`src/rtl/lcd_ram_arbiter.sv`:
```
`default_nettype none
// ============================================================================
//  Module   : lcd_ram_arbiter
//  Purpose  : Arbitrates two character writers (A, B) onto a single LCD RAM
//             write port and runs a full-RAM fill on demand or after reset.
//  Revision : 1.0  initial release
// ============================================================================
module lcd_ram_arbiter #(
  parameter logic [7:0] FILL_CHAR  = 8'h20,
  parameter bit         CLR_ON_RST = 1'b1
) (
  input  logic       iCLK_50MHZ,
  input  logic       iRST_N,
  input  logic       iCLR_REQ,
  input  logic       iA_REQ,
  input  logic [4:0] iA_ADDR,
  input  logic [7:0] iA_DATA,
  output logic       oA_ACK,
  input  logic       iB_REQ,
  input  logic [4:0] iB_ADDR,
  input  logic [7:0] iB_DATA,
  output logic       oB_ACK,
  output logic [4:0] oWADDR,
  output logic [7:0] oDIN,
  output logic       oWE,
  output logic       oBUSY
);

  typedef enum logic [1:0] {
    S_IDLE  = 2'd0,
    S_WRITE = 2'd1,
    S_CLEAR = 2'd2
  } state_t;

  localparam logic [4:0] C_LAST_ADDR = 5'd31;

  state_t     r_state;
  logic       r_clr_pend;
  logic       r_last_b;     // 1 when B received the most recent grant
  logic [4:0] r_waddr;
  logic [7:0] r_din;
  logic       r_we;
  logic       r_a_ack;
  logic       r_b_ack;
  logic       r_busy;

  logic       w_grant_a;
  logic       w_grant_b;

  // Round-robin: a lone requester wins; on a tie the one not served last wins.
  assign w_grant_a = iA_REQ && (!iB_REQ || r_last_b);
  assign w_grant_b = iB_REQ && (!iA_REQ || !r_last_b);

  // Arbitration FSM with registered RAM-port, ack and busy outputs.
  always_ff @(posedge iCLK_50MHZ or negedge iRST_N) begin
    if (!iRST_N) begin
      r_state    <= S_IDLE;
      r_clr_pend <= CLR_ON_RST;
      r_last_b   <= 1'b1;
      r_waddr    <= 5'd0;
      r_din      <= 8'd0;
      r_we       <= 1'b0;
      r_a_ack    <= 1'b0;
      r_b_ack    <= 1'b0;
      r_busy     <= 1'b0;
    end else begin
      unique case (r_state)
        S_IDLE: begin
          r_we    <= 1'b0;
          r_a_ack <= 1'b0;
          r_b_ack <= 1'b0;
          r_busy  <= 1'b0;
          if (r_clr_pend) begin
            r_state <= S_CLEAR;
            r_waddr <= 5'd0;
            r_din   <= FILL_CHAR;
            r_we    <= 1'b1;
            r_busy  <= 1'b1;
          end else if (w_grant_a) begin
            r_state  <= S_WRITE;
            r_waddr  <= iA_ADDR;
            r_din    <= iA_DATA;
            r_we     <= 1'b1;
            r_a_ack  <= 1'b1;
            r_last_b <= 1'b0;
          end else if (w_grant_b) begin
            r_state  <= S_WRITE;
            r_waddr  <= iB_ADDR;
            r_din    <= iB_DATA;
            r_we     <= 1'b1;
            r_b_ack  <= 1'b1;
            r_last_b <= 1'b1;
          end
        end
        S_WRITE: begin
          // Single-cycle write; requester drops REQ on this edge.
          r_state <= S_IDLE;
          r_we    <= 1'b0;
          r_a_ack <= 1'b0;
          r_b_ack <= 1'b0;
        end
        S_CLEAR: begin
          // Stop after address 31 rather than letting the counter wrap.
          if (r_waddr == C_LAST_ADDR) begin
            r_state <= S_IDLE;
            r_we    <= 1'b0;
            r_busy  <= 1'b0;
          end else begin
            r_waddr <= r_waddr + 5'd1;
          end
        end
        default: begin
          r_state <= S_IDLE;
          r_we    <= 1'b0;
          r_a_ack <= 1'b0;
          r_b_ack <= 1'b0;
          r_busy  <= 1'b0;
        end
      endcase

      // A new clear request outside CLEAR always lands, even on the edge
      // that consumes the previous one.
      if (iCLR_REQ && (r_state != S_CLEAR)) begin
        r_clr_pend <= 1'b1;
      end else if ((r_state == S_IDLE) && r_clr_pend) begin
        r_clr_pend <= 1'b0;
      end
    end
  end

  assign oWADDR = r_waddr;
  assign oDIN   = r_din;
  assign oWE    = r_we;
  assign oA_ACK = r_a_ack;
  assign oB_ACK = r_b_ack;
  assign oBUSY  = r_busy;

endmodule
`default_nettype wire
```
`config.mk`:
```
export PLATFORM = sky130hd
export DESIGN_NAME = lcd_ram_arbiter
export DESIGN_NICKNAME = d
export VERILOG_FILES = /design/src/rtl/lcd_ram_arbiter.sv
export SDC_FILE = /design/constraint.sdc
export NUM_CORES = 1
export LEC_CHECK = 0
export ABC_AREA = 1
export CORE_ASPECT_RATIO = 2
export CORE_UTILIZATION = 38
export CTS_CLUSTER_SIZE = 25
export DETAILED_ROUTE_END_ITERATION = 8
export PLACE_DENSITY = 0.75
export SYNTH_ARGS = -nofsm -noshare
export SYNTH_HDL_FRONTEND = slang
export SYNTH_SLANG_ARGS = --single-unit
```
`constraint.sdc`:
```
create_clock -name iCLK_50MHZ -period 1.46 [get_ports iCLK_50MHZ]
set_input_delay 0.292 -clock iCLK_50MHZ [delete_from_list [all_inputs] [get_ports iCLK_50MHZ]]
set_output_delay 0.292 -clock iCLK_50MHZ [all_outputs]
set_load 0.05 [all_outputs]
```
==> results.sh, run 1 <==
export IMPL_outcome="finished clean"
export IMPL_die_x_um=41.28
export IMPL_antenna_cells=0
export IMPL_h_tree_depth=1
export IMPL_setup_worst_path_class="flip-flop to flip-flop"
export IMPL_yosys_top_cells_area="dfrtp_1 41%, nand2_1 23%, nand3_1 11%, dfstp_2 4.5%, nand2_2 2.7%"
export IMPL_antenna_found_initial=0
export IMPL_track_usage_pct=22.77
export IMPL_max_freq_mhz=698.8
export IMPL_synth_seq_area_share_pct=45.04
export IMPL_synth_seq_cells=21
export IMPL_maxCapViolations=0
export IMPL_drt_initial_drc_count=35
export IMPL_ff2ff_path_depth=8
export IMPL_setup_worst_path_start="oWADDR[1]"
export IMPL_synth_top_area_share_pct=40.55
export IMPL_irDropWorstVdd_mv=1.500
export IMPL_overflow=0
export IMPL_powerDensity_mw_per_mm2=2384
export IMPL_hold_viol=0
export IMPL_start_kind="flip-flop"
export IMPL_synth_nets=191
export IMPL_setup_violations=0
export IMPL_finalMaxSlewViolations=0
export IMPL_hpwlAfterDp_um=2623
export IMPL_synth_warning_count=0
export IMPL_worst_slack_ns=0.02897
export IMPL_syn_area_per_cell_um2=7.420
export IMPL_yosysTopAreaCell="dfrtp_1"
export IMPL_numClockSinks=21
export IMPL_fin_crit_ns=1.431
export IMPL_crit_fanout=8
export IMPL_clock_skew_ns=0.006672
export IMPL_min_path_type="input port to async pin"
export IMPL_synth_cell_types=20
export IMPL_synthCells=158
export IMPL_detail_route_antenna_nets=0
export IMPL_root_buffer="clkbuf_8"
export IMPL_viasPerCell=5.083
export IMPL_timing_final_crit_share_pct=98.02
export IMPL_grt_first_pass_wirelength_um=5161
export IMPL_die_h_um=80.55
export IMPL_synth_area_mm2=0.001172
export IMPL_synthArstFlopShare_pct=100.0
export IMPL_pre_cts_ws_ns=-0.1721
export IMPL_tritoncts="yes"
export IMPL_wl_per_cell_um=12.79
export IMPL_synth_edf_count=0
export IMPL_drive_gt1_share_pct=27.93
export IMPL_final_core_util_pct=69.52
export IMPL_yosysMostFrequentCell="nand2_1"
export IMPL_crit_end="oWADDR[1]"
export IMPL_initial_utilization_pct=39.84
export IMPL_required_ns=1.67
export IMPL_ios=48
export IMPL_yosys_top_cells_count="72 x nand2_1, 25 x nand3_1, 19 x dfrtp_1"
export IMPL_cts_clk_slew_worst_paths_ns=0.08
export IMPL_gp_congestion=0.8028
export IMPL_portBuffers=47
export IMPL_worstReg2RegEnd="oWADDR[1]"
export IMPL_wl_um=3224
export IMPL_areaGrowthSynthToFinish_pct=74.49
export IMPL_drt_pass1_iterations=4
export IMPL_r2r_slack_ns=0.03
export IMPL_post_route_drc_count=0
export IMPL_grt_pass1_vias=1250
export IMPL_crit_path_end_kind="flip-flop"
export IMPL_post_cts_buffers=0
export IMPL_rsz0062_at_grt="true"
export IMPL_core_mm2=0.002943
export IMPL_num_vias=1281
export IMPL_worstPathArrival_ns=1.64
export IMPL_power_leakage_nw=1.043
export IMPL_cts_buffer_depth=2
export IMPL_clock_latency_ns=0.27
export IMPL_synth_top_flop_cell="dfrtp_1"
export IMPL_die_area_mm2=0.003325
export IMPL_tightest_slew_ns=0.2875
export IMPL_r2r_start="oWADDR[1]"
export IMPL_nFillCells=253
export IMPL_slew_limit_headroom_pct=80.77
export IMPL_nets=256
export IMPL_rows=28
export IMPL_grt_max_degree=22
export IMPL_cts_made_buffers=3
## per-layer routing
layer | vias up | wire length [um] | share of wire, % | GRT usage, %
met5 | - | 0 | 0 | 0
met4 | 0 | 63 | 2.0 | 9.677
met3 | 4 | 138 | 4.3 | 3.039
met2 | 43 | 1901 | 59 | 40.78
met1 | 602 | 1120 | 35 | 23.97
li1 | 632 | - | - | -
## metrics by stage
| step | total power, mW | cell area (um^2) | TNS (ns) | hold slack [ns] | std cells |
|---|---|---|---|---|---|
| after global routing | 5.198 | 2046 | -0.1176 | 0.4198 | 252 |
| after global placement | 4.346 | 1978 | -1.610 | 0.4770 | 248 |
| after detailed placement | 4.421 | 1978 | -2.291 | 0.5076 | 248 |
| after CTS | 4.845 | 2027 | 0 | 0.3890 | 252 |
| final | 4.877 | 2046 | 0 | 0.3894 | 252 |
| after floorplan | 2.924 | 1207 | -0.8412 | -0.003591 | 158 |
## placed cells by master (no fill, tap or decap), types with 2 or more instances in the layout
cell type / n
buf_12: 17
buf_4: 16
clkbuf_8: 3
clkdlybuf4s50_1: 29
dfrtp_1: 17
dfrtp_2: 2
dfstp_2: 2
inv_1: 8
inv_2: 2
nand2_1: 70
nand2_2: 7
nand3_1: 22
nand3_2: 3
nand4_1: 2
nor2_1: 4
o21ai_0: 3
or2_4: 2
## worst min-delay path by stage
stage / cells past startpoint / to / startpoint / slack [ns]
final: 2 / oDIN[0] / iRST_N / 0.39
after global routing: 2 / oDIN[0] / iRST_N / 0.42
after CTS: 2 / oDIN[0] / iRST_N / 0.39
after detailed placement: 2 / r_last_b / r_last_b / 0.51
after global placement: 2 / r_last_b / r_last_b / 0.48
after floorplan: 0 / oA_ACK / iRST_N / -0.004
## area by class of cell
type	count	area, um^2	area share [%]
Tap cell	30	37.54	1.835
Inverter	10	37.54	1.835
Timing Repair Buffer	63	763.2	37.31
Clock inverter	1	5.005	0.2446
Multi-Input combinational cell	124	630.6	30.83
Sequential cell	21	530.5	25.93
Clock buffer	3	41.29	2.018
## flip-flops by register name, indices dropped and copies added (netlist names)
register / count
oB_ACK: 1
oA_ACK: 1
oWE: 1
oWADDR: 5
r_last_b: 1
oBUSY: 1
oDIN: 8
r_state: 2
r_clr_pend: 1
## kinds of logic after synthesis
| kind of cell | after synthesis | share of synthesized area (%) |
|---|---|---|
| AOI/OAI and AO/OA | 5 | 2.348 |
| and+or+nand+nor | 116 | 44.18 |
| buffers and inverters | 13 | 5.549 |
| xor gates and xnor gates | 1 | 0.7472 |
| adders and majority gates | 2 | 2.134 |
| DFF | 21 | 45.04 |
## critical path: stages, from the launching register on
cell and delay, ns:
dfrtp_2 0.43, ha_4 0.17, nand2_2 0.06, nor2_2 0.04, ha_2 0.16, or2_4 0.28
nand2_8 0.10, nand3_2 0.06, nand2_1 0.06
## where the power goes
| group | total, mW | internal (mW) | switching (mW) | leakage (nW) |
|---|---|---|---|---|
| registers | 1.12 | 0.874 | 0.250 | 0.261 |
| logic | 3.36 | 1.52 | 1.84 | 0.756 |
| clock network | 0.393 | 0.191 | 0.202 | 0.0255 |
| total | 4.88 | 2.58 | 2.29 | 1.04 |
## what timing repair did
item                       in CTS  in global routing
gates resized for setup         1                  6
hold buffers                    0                  0
setup endpoints to repair       7                  8
pin swaps                       0                  1
No activity file was read; power rests on OpenSTA's default activity.
==> run 2, diff against run 1 <==
Settings changed: CORE_UTILIZATION 38 to 44, DONT_BUFFER_PORTS set to 1, PLACE_DENSITY 0.75 to not set.
==> run 2 against run 1 <==
  * Via count is 20% lower
  * Wire length is 19% lower
  * Sequential share of layout area grew 14 points
  * Critical path type unchanged
  * Design area decreased by 34%
  * Combinational power fell by 45%
  * Largest power group unchanged
  * Clock power fell by 6.6%
  * Flip-flop and latch count is the same
==> results.sh, run 2 (synthesized netlist as in run 1, its figures left out) <==
export IMPL_areaGrowthSynthToFinish_pct=14.73
export IMPL_die_x_um=38.50
export IMPL_setup_worst_path_class="flip-flop to flip-flop"
export IMPL_final_core_util_pct=53.01
export IMPL_required_ns=1.65
export IMPL_gp_congestion=0.7272
export IMPL_portBuffers=0
export IMPL_irDropWorstVdd_mv=1.144
export IMPL_crit_fanout=8
export IMPL_grt_pass1_vias=1002
export IMPL_setup_violations=0
export IMPL_track_usage_pct=20.42
export IMPL_max_freq_mhz=704.4
export IMPL_wl_um=2607
export IMPL_overflow=0
export IMPL_ios=48
export IMPL_start_kind="flip-flop"
export IMPL_nFillCells=274
export IMPL_antenna_cells=0
export IMPL_grt_first_pass_wirelength_um=4181
export IMPL_core_mm2=0.002537
export IMPL_timing_final_crit_share_pct=97.23
export IMPL_tritoncts="yes"
export IMPL_detail_route_antenna_nets=0
export IMPL_cts_clk_slew_worst_paths_ns=0.07
export IMPL_initial_utilization_pct=46.20
export IMPL_clock_skew_ns=0.003551
export IMPL_viasPerCell=5.223
export IMPL_fin_crit_ns=1.420
export IMPL_min_path_type="input port to flip-flop"
export IMPL_hold_ws_ns=0.1553
export IMPL_numClockSinks=21
export IMPL_largest_reg_flops=8
export IMPL_post_route_drc_count=0
export IMPL_drt_pass1_iterations=4
export IMPL_wl_per_cell_um=13.23
export IMPL_crit_path_end_kind="flip-flop"
export IMPL_final_cell_mix="71 x nand2_1, 22 x nand3_1, 17 x dfrtp_1, 9 x buf_4, 7 x inv_1"
export IMPL_num_vias=1029
export IMPL_cts_made_buffers=3
export IMPL_root_buffer="clkbuf_8"
export IMPL_drive_gt1_share_pct=21.30
export IMPL_maxCapViolations=0
export IMPL_rows=26
export IMPL_h_tree_depth=1
export IMPL_power_leakage_nw=0.7439
export IMPL_grt_max_degree=22
export IMPL_finalMaxSlewViolations=0
export IMPL_p_total_mw=3.711
export IMPL_slew_limit_headroom_pct=38.20
export IMPL_outcome="finished clean"
export IMPL_nets=203
export IMPL_die_area_mm2=0.002888
export IMPL_final_common_cell="nand2_1"
export IMPL_hpwlAfterDp_um=2094
export IMPL_clock_latency_ns=0.25
export IMPL_die_h_um=75
export IMPL_drt_initial_drc_count=14
export IMPL_rsz0062_at_grt="true"
export IMPL_powerDensity_mw_per_mm2=2759
export IMPL_antenna_found_initial=0
export IMPL_worstPathArrival_ns=1.61
export IMPL_hold_viol=0
export IMPL_cts_buffer_depth=2
export IMPL_tightest_slew_ns=0.9270
[run 2: metal layers]
layer  vias to the layer above  wire length, um  track usage, %
li1                        525                -               -
met1                       468              965           20.16
met2                        34             1486           39.07
met3                         2              138           3.540
met4                         0               17           8.046
met5                         -                0               0
[run 2: worst paths after layout]
check / from / endpoint / slack [ns] / cells past startpoint
max in group asynchronous: iRST_N / oWADDR[0] / 0.59 / 1
min in group asynchronous: iRST_N / oDIN[6] / 0.25 / 1
worst min-delay path: iCLR_REQ / r_clr_pend / 0.16 / 2
worst max-delay path: oWADDR[1] / oWADDR[0] / 0.04 / 8
worst max register to register: oWADDR[1] / oWADDR[0] / 0.04 / 8
worst min register to register: r_last_b / r_last_b / 0.49 / 2
[run 2: layout make-up]
cell class | instances | area (um^2) | share of cell area (%)
repair buffers | 10 | 80.08 | 5.953
clock buffers | 4 | 45.04 | 3.349
well taps | 28 | 35.03 | 2.605
multi-input cells | 124 | 616.8 | 45.86
inverters | 10 | 37.54 | 2.791
flip-flops and latches | 21 | 530.5 | 39.44
[run 2: what timing repair did]
item                                    CTS  global route
hold buffers                              1             0
hold endpoints to repair                 21             0
gates resized for setup                   1             3
buffers inserted                          0             1
pin swaps                                 0             3
endpoints found under the setup margin    7            16
[run 2: through the flow]
| stage | cell area [um^2] | std cells | setup WS (ns) | TNS [ns] |
|---|---|---|---|---|
| after floorplan | 1207 | 158 | -0.1306 | -0.8412 |
| after global placement | 1275 | 191 | -0.004335 | -0.004842 |
| after detailed placement | 1275 | 191 | -0.02864 | -0.1581 |
| after CTS | 1333 | 196 | 0.03623 | 0 |
| after global routing | 1345 | 197 | -0.01906 | -0.04077 |
| final | 1345 | 197 | 0.04039 | 0 |
[run 2: worst max-delay path: stages (launching register included)]
cell and delay [ns]:
dfrtp_2 0.43, ha_4 0.17, nand2_2 0.04, nor2_1 0.04, ha_2 0.17, or2_4 0.27
nand2_4 0.11, nand3_2 0.07, nand2_1 0.06
[run 2: power breakdown]
part           internal (mW)  leakage [nW]  switching, mW  total, mW
registers              0.865         0.261          0.643       1.51
logic                  0.642         0.460           1.19       1.84
clock network          0.194        0.0228          0.174      0.367
